## config.mk

```make
export PLATFORM = sky130hd
export DESIGN_NAME = baud_share_arbiter
export DESIGN_NICKNAME = d
export VERILOG_FILES = /design/src/rtl/uart_pkg.sv /design/src/rtl/baud_hold_timer.sv /design/src/rtl/baud_share_arbiter.sv
export SDC_FILE = /design/constraint.sdc
export NUM_CORES = 1
export LEC_CHECK = 0
export ABC_AREA = 1
export CAP_MARGIN = 20
export CORE_MARGIN = 2
export CORE_UTILIZATION = 48
export CTS_CLUSTER_DIAMETER = 100
export CTS_CLUSTER_SIZE = 25
export DETAILED_ROUTE_END_ITERATION = 7
export PLACE_DENSITY_LB_ADDON = 0.08
export SETUP_SLACK_MARGIN = 0.1
export SYNTH_ARGS = -nofsm -noshare
export SYNTH_HDL_FRONTEND = slang
export SYNTH_SLANG_ARGS = --single-unit
```

## constraint.sdc

```tcl
create_clock -name clk -period 1.3 [get_ports clk]
set_input_delay 0.39 -clock clk [delete_from_list [all_inputs] [get_ports clk]]
set_output_delay 0.39 -clock clk [all_outputs]
set_load 0.005 [all_outputs]
```

## src/rtl/uart_pkg.sv

```systemverilog
// Shared definitions for the UART baud-generator sharing logic:
// arbiter state encoding, generator rate-select codes and requester indices.
package uart_pkg;

    typedef enum logic [1:0] {
        ST_IDLE    = 2'd0,
        ST_SETUP   = 2'd1,
        ST_ACTIVE  = 2'd2,
        ST_RELEASE = 2'd3
    } arb_state_t;

    // 2-bit rate select of the high-speed baud generator
    localparam logic [1:0] RATE_SEL_0 = 2'd0;
    localparam logic [1:0] RATE_SEL_1 = 2'd1;
    localparam logic [1:0] RATE_SEL_2 = 2'd2;
    localparam logic [1:0] RATE_SEL_3 = 2'd3;

    localparam logic REQ_0 = 1'b0;
    localparam logic REQ_1 = 1'b1;

    function automatic logic [1:0] req_onehot(input logic idx);
        return (idx == REQ_1) ? 2'b10 : 2'b01;
    endfunction

endpackage

```

## src/rtl/baud_hold_timer.sv

```systemverilog
// Grant hold counter: counts cycles while enabled, flags the last allowed
// cycle when MAX_HOLD is non-zero.
module baud_hold_timer
    import uart_pkg::*;
#(
    parameter int unsigned HOLD_W   = 16,
    parameter int unsigned MAX_HOLD = 0
) (
    input  logic clk,
    input  logic rst_n,
    input  logic clr,
    input  logic en,
    output logic expire
);

    localparam logic [HOLD_W-1:0] LAST = HOLD_W'((MAX_HOLD == 0) ? 0 : MAX_HOLD - 1);

    logic [HOLD_W-1:0] cnt;

    always_ff @(posedge clk or negedge rst_n) begin
        if (!rst_n) begin
            cnt <= '0;
        end else if (clr) begin
            cnt <= '0;
        end else if (en) begin
            cnt <= cnt + 1'b1;
        end
    end

    assign expire = (MAX_HOLD != 0) && en && (cnt == LAST);

endmodule

```

## src/rtl/baud_share_arbiter.sv

```systemverilog
// Round-robin sharing of one baud generator between two requesters, with a
// gen_en settle window on every handover and an optional hold timeout.
module baud_share_arbiter
    import uart_pkg::*;
#(
    parameter int unsigned SETTLE_CYC = 2,
    parameter int unsigned MAX_HOLD   = 0,
    parameter int unsigned HOLD_W     = 16
) (
    input  logic       clk,
    input  logic       rst_n,
    input  logic [1:0] req,
    input  logic [1:0] rate0,
    input  logic [1:0] rate1,
    input  logic [1:0] done,
    output logic [1:0] gnt,
    output logic [1:0] gen_rate,
    output logic       gen_en,
    output logic       busy,
    output logic       tmo
);

    localparam logic [3:0] SETTLE_M1 = 4'(SETTLE_CYC - 1);

    arb_state_t state, state_nxt;
    logic       owner, owner_nxt;
    logic       rr_ptr;
    logic       pick;
    logic [3:0] settle_cnt, settle_nxt;
    logic       tmo_nxt;
    logic       hold_exp;

    baud_hold_timer #(
        .HOLD_W   (HOLD_W),
        .MAX_HOLD (MAX_HOLD)
    ) u_hold (
        .clk    (clk),
        .rst_n  (rst_n),
        .clr    (state != ST_ACTIVE),
        .en     (state == ST_ACTIVE),
        .expire (hold_exp)
    );

    // On a tie rr_ptr already names the requester that did not own last
    assign pick = (req == 2'b11) ? rr_ptr : req[1];

    always_ff @(posedge clk or negedge rst_n) begin
        if (!rst_n) begin
            state      <= ST_IDLE;
            owner      <= REQ_0;
            settle_cnt <= '0;
        end else begin
            state      <= state_nxt;
            owner      <= owner_nxt;
            settle_cnt <= settle_nxt;
        end
    end

    always_comb begin
        state_nxt  = state;
        owner_nxt  = owner;
        settle_nxt = settle_cnt;
        tmo_nxt    = 1'b0;
        unique case (state)
            ST_IDLE: begin
                if (req != 2'b00) begin
                    owner_nxt  = pick;
                    settle_nxt = SETTLE_M1;
                    state_nxt  = ST_SETUP;
                end
            end
            ST_SETUP: begin
                if (!req[owner]) begin
                    state_nxt = ST_RELEASE;
                end else if (settle_cnt == '0) begin
                    state_nxt = ST_ACTIVE;
                end else begin
                    settle_nxt = settle_cnt - 1'b1;
                end
            end
            ST_ACTIVE: begin
                if (done[owner] || !req[owner]) begin
                    state_nxt = ST_RELEASE;
                end else if (hold_exp) begin
                    state_nxt = ST_RELEASE;
                    tmo_nxt   = 1'b1;
                end
            end
            ST_RELEASE: state_nxt = ST_IDLE;
            default:    state_nxt = ST_IDLE;
        endcase
    end

    // Outputs are registered from the next state so they align with state
    always_ff @(posedge clk or negedge rst_n) begin
        if (!rst_n) begin
            gnt      <= '0;
            gen_en   <= 1'b0;
            gen_rate <= RATE_SEL_0;
            busy     <= 1'b0;
            tmo      <= 1'b0;
            rr_ptr   <= REQ_0;
        end else begin
            gnt    <= (state_nxt == ST_ACTIVE) ? req_onehot(owner_nxt) : 2'b00;
            gen_en <= (state_nxt == ST_ACTIVE);
            busy   <= (state_nxt != ST_IDLE);
            tmo    <= tmo_nxt;
            if (state == ST_IDLE && req != 2'b00) begin
                gen_rate <= pick ? rate1 : rate0;
            end
            if (state == ST_RELEASE) begin
                rr_ptr <= ~owner;
            end
        end
    end

endmodule

```

==> impl_results.md, run 1 <==
* Outcome: completed
* Final setup viols at 0
* Die W at 43.6 um
* Synthesized area at 754 um^2
* Synth warn at 0
* Via density at 4.96
* Seq/Total Area, Yosys at 46.4%
* Final-stage net count at 131
* Placed inst area at 955 um^2
* Initial Util at 50.7%
* Setup Skew at 0.00889 ns
* CP Data Required Time at approximately 1.5 ns
* Period utilization at 95.3%
* CTS sink cnt at 14
* Met3 GRT Util at 3.75%
* Share of layout cells above drive strength 1 at 40.2%
* Row count at 14
* Avg Inst Size Synth at 8.38 um^2
* Total track usage at 18.4%
* Via count at 660
* Final core occ at 69.6%
* Slew Viols, Final at 0
* Synth cell types at 21
* GR met2 Demand/Resource at between 20% and 30%
* Num ports at 17
* Worst Setup Start Kind: flop
* Most Used Layer, Global Route: met1
* Hold WS at 0.413 ns
* Area grow syn2layout at 37.3%
* Power Total at 2.41 mW
* Remaining antenna violation count at 0
* CP Data Arrival Time at about 1.4 ns
* Reg2reg end: busy
* CTS root buf: clkbuf_4
* CTS Buf Count at 3
* Clock buffer depth at 2
* Setup ws final at 0.0616 ns
* Filler cell count at 114
* RSZ-0062 raised after global routing: true
* PwrDens at 2330 nW/um^2
* Worst skew pair latency at 0.28 ns
* Pin count of the biggest net entering global routing at 15
* Leakage power total at roughly 0.53 nW
* Net Count, Synth at 102
* CTS tree: done
* Worst r2r src: settle_cnt[0]
* Total wire length at 1530 um
* Path type of the worst min-delay path: in2async
* Post-DP HPWL at 1100 um
* Min cycle time layout at 1.24 ns
* RePlAce Congestion at 0.713
* Most common cell after layout, fill and taps aside: dfrtp_1
* Drt wl/cell at 11.5 um
* Reg2reg setup slack at 0.06 ns
* Mapped Cells at 90
* Setup_tns at 0 ns
* Placed Cells at 125
* Port Buffers at 15
* FMAX at approximately 800 MHz
* Crit Path Max Fanout at 5
* Max Cap Viol at 0
* Core Box Area at 1490 um^2
* 1st-iter DRT viols at 19
* Cts hold-fix bufs at 0
* Die area at 1900 um^2
* Remaining Overflow, GRT at 0
* Fin. Hold Viols at 0
* Worst Setup End Kind: flop
* Synthesized flop and latch total at 14
* Worst vdd ir at 1.47 mV
* Register clock-pin slew on the reported worst setup and hold paths at 0.08 ns
* Setup WS pre-CTS at -0.291 ns
* Met1 Track Usage GR at 27.1%
* Most frequent cells in the layout: 13 x dfrtp_1, 12 x nand2_1, 10 x inv_1, 10 x nand2_2, 10 x nor2_1
* Setup CP Type: reg2reg
* DRC Markers at 0
* Number of global-route vias before repair at ~580
* R2R depth at 6
* Layout Cells excl Fill at 133
* CTS H-tree depth at 1
* Die extent in y at 43.6 um
* Detailed Routing Iterations Pass 1 at 4
* Final instance area at 1040 um^2
* Initial antenna violation count at 0
* Ant. Diodes at 0
* First-pass GRT wire length at 2490 um
## kinds of logic (layout without fill, tap and decap cells)
kind of cell | after synthesis | in the layout | share of synthesized area [%]
and+or+nand+nor | 46 | 46 | 32.3
other | 1 | 1 | 0.497
DFF | 14 | 14 | 46.4
AOI/OAI and AO/OA | 11 | 11 | 8.96
adders and majority gates | 2 | 2 | 3.32
buffers and inverters | 16 | 43 | 8.46
## state kept, by name, summed over array words and instances, names as in the netlist
signal      count
gen_rate        2
state           2
busy            1
rr_ptr          1
owner           1
settle_cnt      4
gnt             2
gen_en          1
## worst max-delay path: stages (launching register included)
cell and delay [ns]:
dfrtp_1 0.38, inv_2 0.06, ha_4 0.17, nand2_2 0.08
nand2_2 0.07, a21oi_4 0.24, nand4_1 0.11
## worst max path at each step
stage	startpoint	endpoint	slack, ns	depth (start not counted)
floorplan	settle_cnt[0]	busy	0.12	6
global placement	req[1]	gnt[1]	-0.28	7
detailed placement	req[1]	gnt[1]	-0.29	7
CTS	settle_cnt[0]	gnt[1]	0.04	8
global route	settle_cnt[1]	gnt[1]	-0.009	8
finish	settle_cnt[0]	busy	0.06	6
## synth_stat cells
master   number  share of area, %
nand2_1      18               9.0
dfrtp_1      14                46
inv_1        13               6.5
nor2_1       11               5.5
nand2_2       5               4.1
o21ai_0       5               3.3
a21oi_1       4               2.7
ha_1          2               3.3
inv_2         2               1.0
nand2_4       2               3.0
nand3_1       2               1.3
nor2_2        2               1.7
nor3_2        2               2.7
a21oi_4       1               2.2
a31oi_1       1              0.83
buf_4         1               1.0
conb_1        1              0.50
nand3_2       1               1.3
nand3_4       1               2.3
nand4_1       1              0.83
nor3_1        1              0.66
## metal layers
metal | wire (um) | share of wire, % | vias up
li1 | - | - | 333
met1 | 690 | 45 | 307
met2 | 744 | 49 | 16
met3 | 57 | 3.7 | 4
met4 | 33 | 2.2 | 0
met5 | 0 | 0 | -
## cell type report
class                   instances  area, um^2  share of cell area (%)
flip-flops and latches         14         352                    33.9
multi-input cells              60         387                    37.3
well taps                      16        20.0                    1.93
inverters                      15        58.8                    5.68
clock buffers                   3        22.5                    2.17
repair buffers                 25         196                    19.0
## where the power goes
group,internal (mW),total (mW),switching (mW),leakage [nW]
clock network,0.107,0.234,0.127,0.0138
registers,0.626,0.785,0.158,0.172
logic,0.613,1.39,0.778,0.347
total,1.35,2.41,1.06,0.533
## what timing repair did
item	CTS	global route
endpoints found under the hold margin	0	0
gates resized for setup	30	13
buffers inserted	3	2
pin swaps	5	9
setup endpoints to repair	17	13
(Power assumes the default switching activity.)
==> inputs of run 2 (changes only) <==
--- a/config.mk
+++ b/config.mk
@@ -6,13 +6,16 @@
 export NUM_CORES = 1
 export LEC_CHECK = 0
 export ABC_AREA = 1
+export ABC_CLOCK_PERIOD_IN_PS = 1300
 export CAP_MARGIN = 20
 export CORE_MARGIN = 2
 export CORE_UTILIZATION = 48
 export CTS_CLUSTER_DIAMETER = 100
 export CTS_CLUSTER_SIZE = 25
 export DETAILED_ROUTE_END_ITERATION = 7
+export GPL_TIMING_DRIVEN = 0
 export PLACE_DENSITY_LB_ADDON = 0.08
+export REMOVE_ABC_BUFFERS = 1
 export SETUP_SLACK_MARGIN = 0.1
 export SYNTH_ARGS = -nofsm -noshare
 export SYNTH_HDL_FRONTEND = slang
==> run 2 against run 1 <==
Via count is 5.0% lower. Clock skew down 0.0045 ns. Utilization shrank 1.9 points. Critical path type unchanged. Critical endpoint is now gnt[0]. Largest cell class unchanged. Highest routed layer unchanged.
==> impl_results.md, run 2 (synthesis gave the netlist of run 1 again) <==
* Outcome: completed
* Max Cap Viol at 0 (unchanged)
* Final instance area at 1010 um^2 (-2.8%)
* Setup ws final at 0.0992 ns (+0.0376 ns)
* First-pass GRT wire length at 2260 um (-9.4%)
* Remaining Overflow, GRT at 0 (unchanged)
* CTS root buf: clkbuf_4
* Num ports at 17 (unchanged)
* Slew Viols, Final at 0 (unchanged)
* Via density at 4.86 (-2.1%)
* Fin. Hold Viols at 0 (unchanged)
* Die W at 43.6 um (unchanged)
* Drt wl/cell at 11.2 um (-2.2%)
* Final setup viols at 0 (unchanged)
* Ant. Diodes at 0 (unchanged)
* Filler cell count at 124 (+8.8%)
* Pin count of the biggest net entering global routing at 15 (unchanged)
* Crit Path Max Fanout at 3 (-2)
* Register clock-pin slew on the reported worst setup and hold paths at 0.08 ns (about the same)
* Max reg flops at 4 (unchanged)
* Gate power share at 54.1% (-3.6 points)
* Detailed Routing Iterations Pass 1 at 4 (unchanged)
* Worst vdd ir at 1.28 mV (-13%)
* Most common cell after layout, fill and taps aside: nand2_1
* Final-stage net count at 126 (-3.8%)
* Setup CP Type: reg2reg
* Share of layout cells above drive strength 1 at 38.1% (-2.1 points)
* Worst Setup Start Kind: flop
* RePlAce Congestion at 0.735 (+3.0%)
* Crit path cell chain: inv_2 > ha_4 > nand2_2 > nand2_2 > a21oi_4 > buf_4 > nor3_2
* Setup Skew at 0.00443 ns (-0.00446 ns)
* Path type of the worst min-delay path: in2async
* Sequential group share of total power at 32.9% (+0.3 points)
* Initial antenna violation count at 0 (unchanged)
* Sw Share at 43.3% (-0.77 points)
* Post-DP HPWL at 1020 um (-7.9%)
* Period utilization at 92.4% (-2.9 points)
* Initial Util at 50.7% (unchanged)
* CTS sink cnt at 14 (unchanged)
* Row count at 14 (unchanged)
* CTS Buf Count at 3 (unchanged)
* CP max stage cell: dfrtp_1
* Hold WS at 0.483 ns (+0.0696 ns)
* Worst Setup End Kind: flop
* Relative slew slack at 59.9%
* DRC Markers at 0 (unchanged)
* Total wire length at 1450 um (-5.2%)
* Max incr delay on CP at 0.37 ns (about the same)
* Crit-path most repeated cell: nand2_2
* Core Box Area at 1490 um^2 (unchanged)
* CTS tree: done
* FMAX at 833 MHz (+3.1%)
* Reg2reg setup slack at 0.1 ns (+0.04 ns)
* Total track usage at 16.3% (-2.2 points)
* RSZ-0062 raised after global routing: true
* Setup WS pre-CTS at -0.308 ns (-0.0174 ns)
* Cell Int Power at 1.35 mW (+0.12%)
* Worst skew pair latency at 0.28 ns (about the same)
* CP Data Arrival Time at 1.37 ns (-0.02 ns)
* Worst Tran Pin Value at 0.599 ns
* Placed inst area at 917 um^2 (-3.9%)
* Number of global-route vias before repair at 548 (-6.0%)
* Crit path from: settle_cnt[1]
* Cts hold-fix bufs at 0 (unchanged)
* Sw Pwr at 1.03 mW (-3.0%)
* Remaining antenna violation count at 0 (unchanged)
* Min cycle time layout at 1.20 ns (-0.0376 ns)
* Die extent in y at 43.6 um (unchanged)
* Top reg by flops: settle_cnt
* 1st-iter DRT viols at 9 (-10)
* Clock share of power at 12.9% (+3.2 points)
* CP Data Required Time at 1.47 ns (+0.02 ns)
* Most frequent cells in the layout: 14 x nand2_1, 12 x dfrtp_1, 10 x nor2_1, 9 x inv_1
* Worst r2r src: settle_cnt[1]
* Die area at 1900 um^2 (unchanged)
* Port Buffers at 15 (unchanged)
* Leakage power total at 0.512 nW (-4.0%)
* Area grow syn2layout at 33.5%
* Clock buffer depth at 2 (unchanged)
* PwrDens at 2360 nW/um^2 (+1.6%)
* CTS H-tree depth at 1 (unchanged)
* Via count at 627 (-5.0%)
## run 2: path summary, 6_finish.rpt
| check | cells past startpoint | to |
|---|---|---|
| worst max-delay path | 7 | gnt[0] |
| worst min-delay path | 1 | settle_cnt[2] |
| worst max register to register | 7 | gnt[0] |
| worst min register to register | 2 | gen_rate[0] |
| max in group asynchronous | 1 | state[0] |
| min in group clk | 2 | gen_rate[0] |
## run 2: what timing repair did
item,CTS,global route
setup buffers,4,1
resized for setup,31,14
setup endpoints to repair,17,12
pin swaps,5,4
## run 2: critical path, delay by kind of cell, from the launching register on
kind	cells	cell delay, ns
flip-flops	1	0.37
buffers and inverters	2	0.22
AND/OR/NAND/NOR	3	0.18
AO/OA/AOI/OAI	1	0.17
adder cells (fa/ha/maj)	1	0.16
## run 2: stage by stage
step           TNS, ns  cells  total power, mW  utilization, %
3_5_place_dp     -2.85    120             1.86            61.6
6_report             0    129             2.38            67.6
2_1_floorplan        0     89             1.53               -
3_3_place_gp     -2.71    120             1.84            61.6
5_1_grt              0    129             2.57            67.6
4_1_cts              0    128             2.23            64.9
## run 2: layout make-up
type / instances / area (um^2) / area share (%)
timing repair buffer: 20 / 159 / 15.8
tap: 16 / 20.0 / 1.99
inverter: 15 / 58.8 / 5.84
multi-input combinational: 60 / 380 / 37.8
sequential: 14 / 353 / 35.0
clock buffer: 4 / 36.3 / 3.60
## run 2: metal layers
layer  track usage, %  wire, um
met5                0         0
met4             9.09        20
met3             2.50        60
met2             23.5       644
met1             23.3       722
## run 2: power groups by stage
stage / Combinational, mW / Sequential [mW] / Clock (mW)
finish: 1.29 / 0.784 / 0.308
floorplan: 0.774 / 0.753 / 0
detailed placement: 1.09 / 0.771 / 0
CTS: 1.16 / 0.753 / 0.314
global placement: 1.07 / 0.767 / 0
global route: 1.44 / 0.808 / 0.323
==> patch 1, RTL diff (flow settings as in run 2) <==
`MAX_HOLD` is set to 0 in 2 places; all go to 1.
--- a/src/rtl/baud_hold_timer.sv
+++ b/src/rtl/baud_hold_timer.sv
@@ -4,7 +4,7 @@
     import uart_pkg::*;
 #(
     parameter int unsigned HOLD_W   = 16,
-    parameter int unsigned MAX_HOLD = 0
+    parameter int unsigned MAX_HOLD = 1
 ) (
     input  logic clk,
     input  logic rst_n,
--- a/src/rtl/baud_share_arbiter.sv
+++ b/src/rtl/baud_share_arbiter.sv
@@ -4,7 +4,7 @@
     import uart_pkg::*;
 #(
     parameter int unsigned SETTLE_CYC = 2,
-    parameter int unsigned MAX_HOLD   = 0,
+    parameter int unsigned MAX_HOLD   = 1,
     parameter int unsigned HOLD_W     = 16
 ) (
     input  logic       clk,
Formal check against the unedited RTL: not equivalent (a bounded check fails within 10 cycles, from zero or initial values and one cycle with rst_n low).
==> patch 1 against run 2 <==
- the flow now finishes with violations (negative setup slack)
- sequential cell count increased by 17
- combinational power increased by 71%
- maximum frequency decreased by 15%
- setup slack got worse by 0.22 ns
- routed wire length increased to 3.1 times the old value
- die area increased by 100%
- largest cell class unchanged
- final area increased by 140%
- clock skew increased by 0.016 ns
- synthesized area increased by 110%
- total power increased by 84%
- clock power increased to 2.6 times the old value
- synthesized cell count increased by 120%
- critical path type unchanged
==> patch 1: results (changes against run 2) <==
Clocking
  • Post-CTS Setup Inserts: 18 (was 4)
  • Resized cells post-CTS: 70 (was 31)
  • CTS root buf: clkbuf_4 (unchanged)
  • Clk_lat worst skew: 0.35 ns (was 0.28 ns)
  • Clk slew on worst S/H paths: 0.12 ns (was 0.08 ns)
  • CTS max path bufs: 2 (unchanged)
  • # H-tree levels: 2 (was 1)
  • CTS Buf Count: 5 (was 3)

Pwr
  • Internal Dissipation: 2.65 mW (was 1.35 mW)
  • Leakage power total: 1.12 nW (was 0.512 nW)
  • Peak supply drop: 0.00116 V (was 0.00128 V)

Drt
  • Starting DRC count in detailed routing: 70 (was 9)
  • Vias: 1540 (was 627)
  • DR pass1 iterations: 4 (unchanged)
  • Wire per inst: 15.2 um (was 11.2 um)
  • Routed WL: 4510 um (was 1450 um)

STA
  • Max transition margin: 0.577 (was 0.599)
  • Final worst slack: -0.117 ns (was 0.0992 ns)
  • Post-Route Setup TNS: -0.783 ns (was 0 ns)
  • Layout Skew: 0.0206 ns (was 0.00443 ns)
  • Finish-stage setup viols: 14 (was 0)

Hold path
  • Min-Delay Path Class: input port to async pin (unchanged)

Yosys
  • Post-synthesis sequential area ratio: 0.486 (was 0.464)
  • Post-Syn Area per Cell: 8.06 um^2 (was 8.38 um^2)
  • Post-synthesis mux area share: 0 (unchanged)
  • Post-synthesis xor/xnor area fraction: 0.00549 (was 0)
  • Distinct cells, synth: 25 (was 21)
  • Synth warn: 0 (unchanged)
  • Main combinational cell family by area after synthesis: simple AND/OR/NAND/NOR gates (unchanged)
  • Synth cell count leaders: 38 x nand2_1, 31 x dfrtp_1, 24 x nor2_1 (was 18 x nand2_1, 14 x dfrtp_1, 13 x inv_1)
  • Dominant synthesized flop cell: dfrtp_1 (unchanged)
  • Adder-cell share of the synthesized area: 0.0314 (was 0.0332)
  • Synth area leaders: dfrtp_1 49%, nand2_1 8.9%, nor2_1 5.6% (was dfrtp_1 46%, nand2_1 9.0%, inv_1 6.5%)
  • Asr flop ratio synth: 1.00 (unchanged)
  • Compound-Gate Fraction of Synth Area: 0.0996 (was 0.0896)

Final layout
  • Nets: 266 (was 126)
  • Share of cells above drive strength 1: 0.451 (was 0.381)
  • Number of diodes: 0 (unchanged)
  • Biggest regs: u_hold.cnt: 16 flops, settle_cnt: 4 flops

Place
  • DP Area: 0.00183 mm^2 (was 917 um^2)
  • Detailed placer's ending HPWL: 2500 um (was 1020 um)
  • Placer Congestion: 0.829 (was 0.735)
  • Placed insts: 258 (was 120)
  • Pre-CTS setup slack: -0.474 ns (was -0.308 ns)
  • Buffers on Ports: 16 (was 15)

Outcome
  • Violated checks: negative setup slack
  • Status: finished with violations (was completed)

Global route
  • First-pass GRT wire length: 6550 um (was 2260 um)
  • Initial antenna violation count: 0 (unchanged)
  • Maximum number of pins on one net before global-route repair: 21 (was 15)
  • Total Routing Usage GR: 0.239 (was 0.163)

Critical path
  • Arr. time, crit path: 1.67 ns (was 1.37 ns)
  • Crit Path Max Fanout: 2 (was 3)
[patch 1: layout make-up]
class	instances	area, um^2
Multi-Input combinational cell	136	945
Sequential cell	31	779
Fill cell	214	692
Timing Repair Buffer	48	413
Inverter	30	133
Tap cell	44	55.1
Clock buffer	6	51.3
Clock inverter	2	35.0
[patch 1: layer usage]
metal / track usage / vias up / part of all wire
li1: - / 743 / -
met4: 0.0973 / 0 / 0.023
met3: 0.0672 / 13 / 0.041
met5: 0 / - / 0
met1: 0.297 / 746 / 0.41
met2: 0.389 / 38 / 0.53
[patch 1: power groups by stage]
stage	clock network [mW]	registers (mW)	logic, mW
after floorplan	0	1.31	0.741
after global placement	0	1.32	1.11
after detailed placement	0	1.34	1.16
after CTS	0.818	1.32	1.43
after global routing	0.873	1.36	2.39
final	0.816	1.34	2.21
[patch 1: path summary, 6_finish.rpt]
path / from / end / slack, ns / cells past startpoint
worst max-delay path: settle_cnt[1]$_DFFE_PN0P_ / busy$_DFF_PN0_ / -0.12 / 10
worst min-delay path: rst_n / settle_cnt[2]$_DFFE_PN0P_ / 0.42 / 1
worst max register to register: settle_cnt[1]$_DFFE_PN0P_ / busy$_DFF_PN0_ / -0.12 / 10
worst min register to register: gen_rate[0]$_DFFE_PN0P_ / gen_rate[0]$_DFFE_PN0P_ / 0.52 / 2
max in group asynchronous: rst_n / state[1]$_DFF_PN0_ / 0.33 / 2
min in group clk: req[0] / settle_cnt[3]$_DFFE_PN0P_ / 0.51 / 4
[patch 1: critical path: stages (launching register included)]
cell and delay, ns:
dfrtp_1 0.41, inv_2 0.09, ha_4 0.14, nand2_4 0.05
nor2_4 0.10, nand2_1 0.06, nand2_1 0.07, nand2_2 0.07
nor2_4 0.13, buf_4 0.13, nand3_1 0.05
==> patch 2, RTL diff (settings of run 2) <==
Without the edit above. The 4 states of `arb_state_t` get a one-hot encoding in 4 bits.
--- a/src/rtl/uart_pkg.sv
+++ b/src/rtl/uart_pkg.sv
@@ -2,11 +2,11 @@
 // arbiter state encoding, generator rate-select codes and requester indices.
 package uart_pkg;
 
-    typedef enum logic [1:0] {
-        ST_IDLE    = 2'd0,
-        ST_SETUP   = 2'd1,
-        ST_ACTIVE  = 2'd2,
-        ST_RELEASE = 2'd3
+    typedef enum logic [3:0] {
+        ST_IDLE    = 4'b0001,
+        ST_SETUP   = 4'b0010,
+        ST_ACTIVE  = 4'b0100,
+        ST_RELEASE = 4'b1000
     } arb_state_t;
 
     // 2-bit rate select of the high-speed baud generator
Check against the original RTL: no difference found for any inputs over 10 cycles, from zero or initial values and one cycle with rst_n low; not proved beyond that.
==> patch 2 against run 2 <==
- total power shrank 4.3%
- setup slack gained 0.0036 ns
- synthesized area grew 21%
- final area grew 13%
- sequential cell count grew 2
- routed wire length grew 23%
- core utilization shrank 2.9 points
- critical path type is now register to primary output
- largest cell class unchanged
==> patch 2: results (changes against run 2) <==
Pwr
  • Peak supply drop: 0.00121 V (was 0.00128 V)
  • Leakage power total: 0.600 nW (was 0.512 nW)

STA
  • Layout Skew: 0.00279 ns (was 0.00443 ns)
  • WHS: 0.495 ns (was 0.483 ns)
  • Max transition margin: 0.505 (was 0.599)
  • Final Cycle Share: 0.921 (was 0.924)

Global route
  • Total Routing Usage GR: 0.187 (was 0.163)
  • First-pass GRT wire length: 2880 um (was 2260 um)
  • Maximum number of pins on one net before global-route repair: 17 (was 15)
  • Vias in the first global route: 689 (was 548)

Place
  • Pre-CTS setup slack: -0.317 ns (was -0.308 ns)
  • Detailed placer's ending HPWL: 1340 um (was 1020 um)
  • Placer Congestion: 0.741 (was 0.735)
  • DP Area: 0.00109 mm^2 (was 917 um^2)

Final layout
  • Non-filler cells, final: 157 (was 129)
  • Number of diodes: 0 (unchanged)
  • # fillers: 163 (was 124)
  • Share of cells above drive strength 1: 0.333 (was 0.381)
  • Nets: 145 (was 126)

Drt
  • Vias per std cell: 4.75 (was 4.86)
  • Starting DRC count in detailed routing: 8 (was 9)
  • Wire per inst: 11.3 um (was 11.2 um)

Yosys
  • Post-synthesis sequential area ratio: 0.439 (was 0.464)
  • Distinct cells, synth: 22 (was 21)
  • Synth area leaders: dfrtp_1 41%, nand2_1 18%, nand3_4 3.8% (was dfrtp_1 46%, nand2_1 9.0%, inv_1 6.5%)
  • Synthesized instance count: 112 (was 90)
  • Synth cell count leaders: 44 x nand2_1, 15 x dfrtp_1, 8 x inv_1 (was 18 x nand2_1, 14 x dfrtp_1, 13 x inv_1)

Clocking
  • Post-CTS Setup Inserts: 0 (was 4)
  • Resized cells post-CTS: 29 (was 31)

Critical path
  • Crit Path Max Fanout: 2 (was 3)
  • Arr. time, crit path: 0.81 ns (was 1.37 ns)
  • R2R setup slack: 0.13 ns (was 0.1 ns)
  • FF-to-FF Start: state[0]$_DFF_PN1_ (was settle_cnt[1]$_DFFE_PN0P_)
  • Worst path max stage delay: 0.39 ns (was 0.37 ns)
  • R2R Path End: busy$_DFF_PN0_ (was gnt[0]$_DFF_PN0_)

Outcome
  • Status: completed (unchanged)

Hold path
  • Min-Delay Path Class: register to register (was input port to async pin)
## patch 2: where the power goes
group          total (mW)  internal, mW  switching (mW)
logic                1.14         0.435           0.705
clock network       0.328         0.171           0.158
registers           0.809         0.676           0.133
total                2.28          1.28           0.995
## patch 2: cells by family (layout without fill, tap and decap cells)
kind of cell               Yosys count  after routing  synth area share
and+or+nand+nor                     71             71             0.415
other                                1              1           0.00409
xor gates and xnor gates             1              1           0.00956
DFF                                 16             16             0.439
adders and majority gates            2              2            0.0273
AOI/OAI and AO/OA                    5              5            0.0355
buffers and inverters               16             36            0.0697
## patch 2: cell type report
cell class,instances,area (um^2),share of cell area
multi-input combinational,80,482,0.422
timing repair buffer,17,133,0.116
sequential,16,402,0.352
inverter,15,58.8,0.0515
clock buffer,4,36.3,0.0318
tap,25,31.3,0.0274
## patch 2: how the worst max path moves through the flow
stage	endpoint	startpoint
floorplan	busy$_DFF_PN0_	state[0]$_DFF_PN1_
global placement	settle_cnt[0]$_DFFE_PN0P_	req[1]
detailed placement	settle_cnt[0]$_DFFE_PN0P_	req[1]
CTS	gen_rate[0]	gen_rate[0]$_DFFE_PN0P_
global route	settle_cnt[3]$_DFFE_PN0P_	state[2]$_DFF_PN0_
finish	gen_rate[0]	gen_rate[0]$_DFFE_PN0P_
## patch 2: per-stage QoR
step | setup TNS, ns | util
floorplan | 0 | -
detailed placement | -4.39 | 0.618
global placement | -3.55 | 0.618
finish | 0 | 0.648
global route | 0 | 0.648
CTS | 0 | 0.627
## patch 2: metal layers
metal	GRT usage	part of all wire	wire length (um)
met1	0.226	0.41	734
met4	0.0973	0.023	41
met3	0.0226	0.034	60
met5	0	0	0
met2	0.325	0.53	945
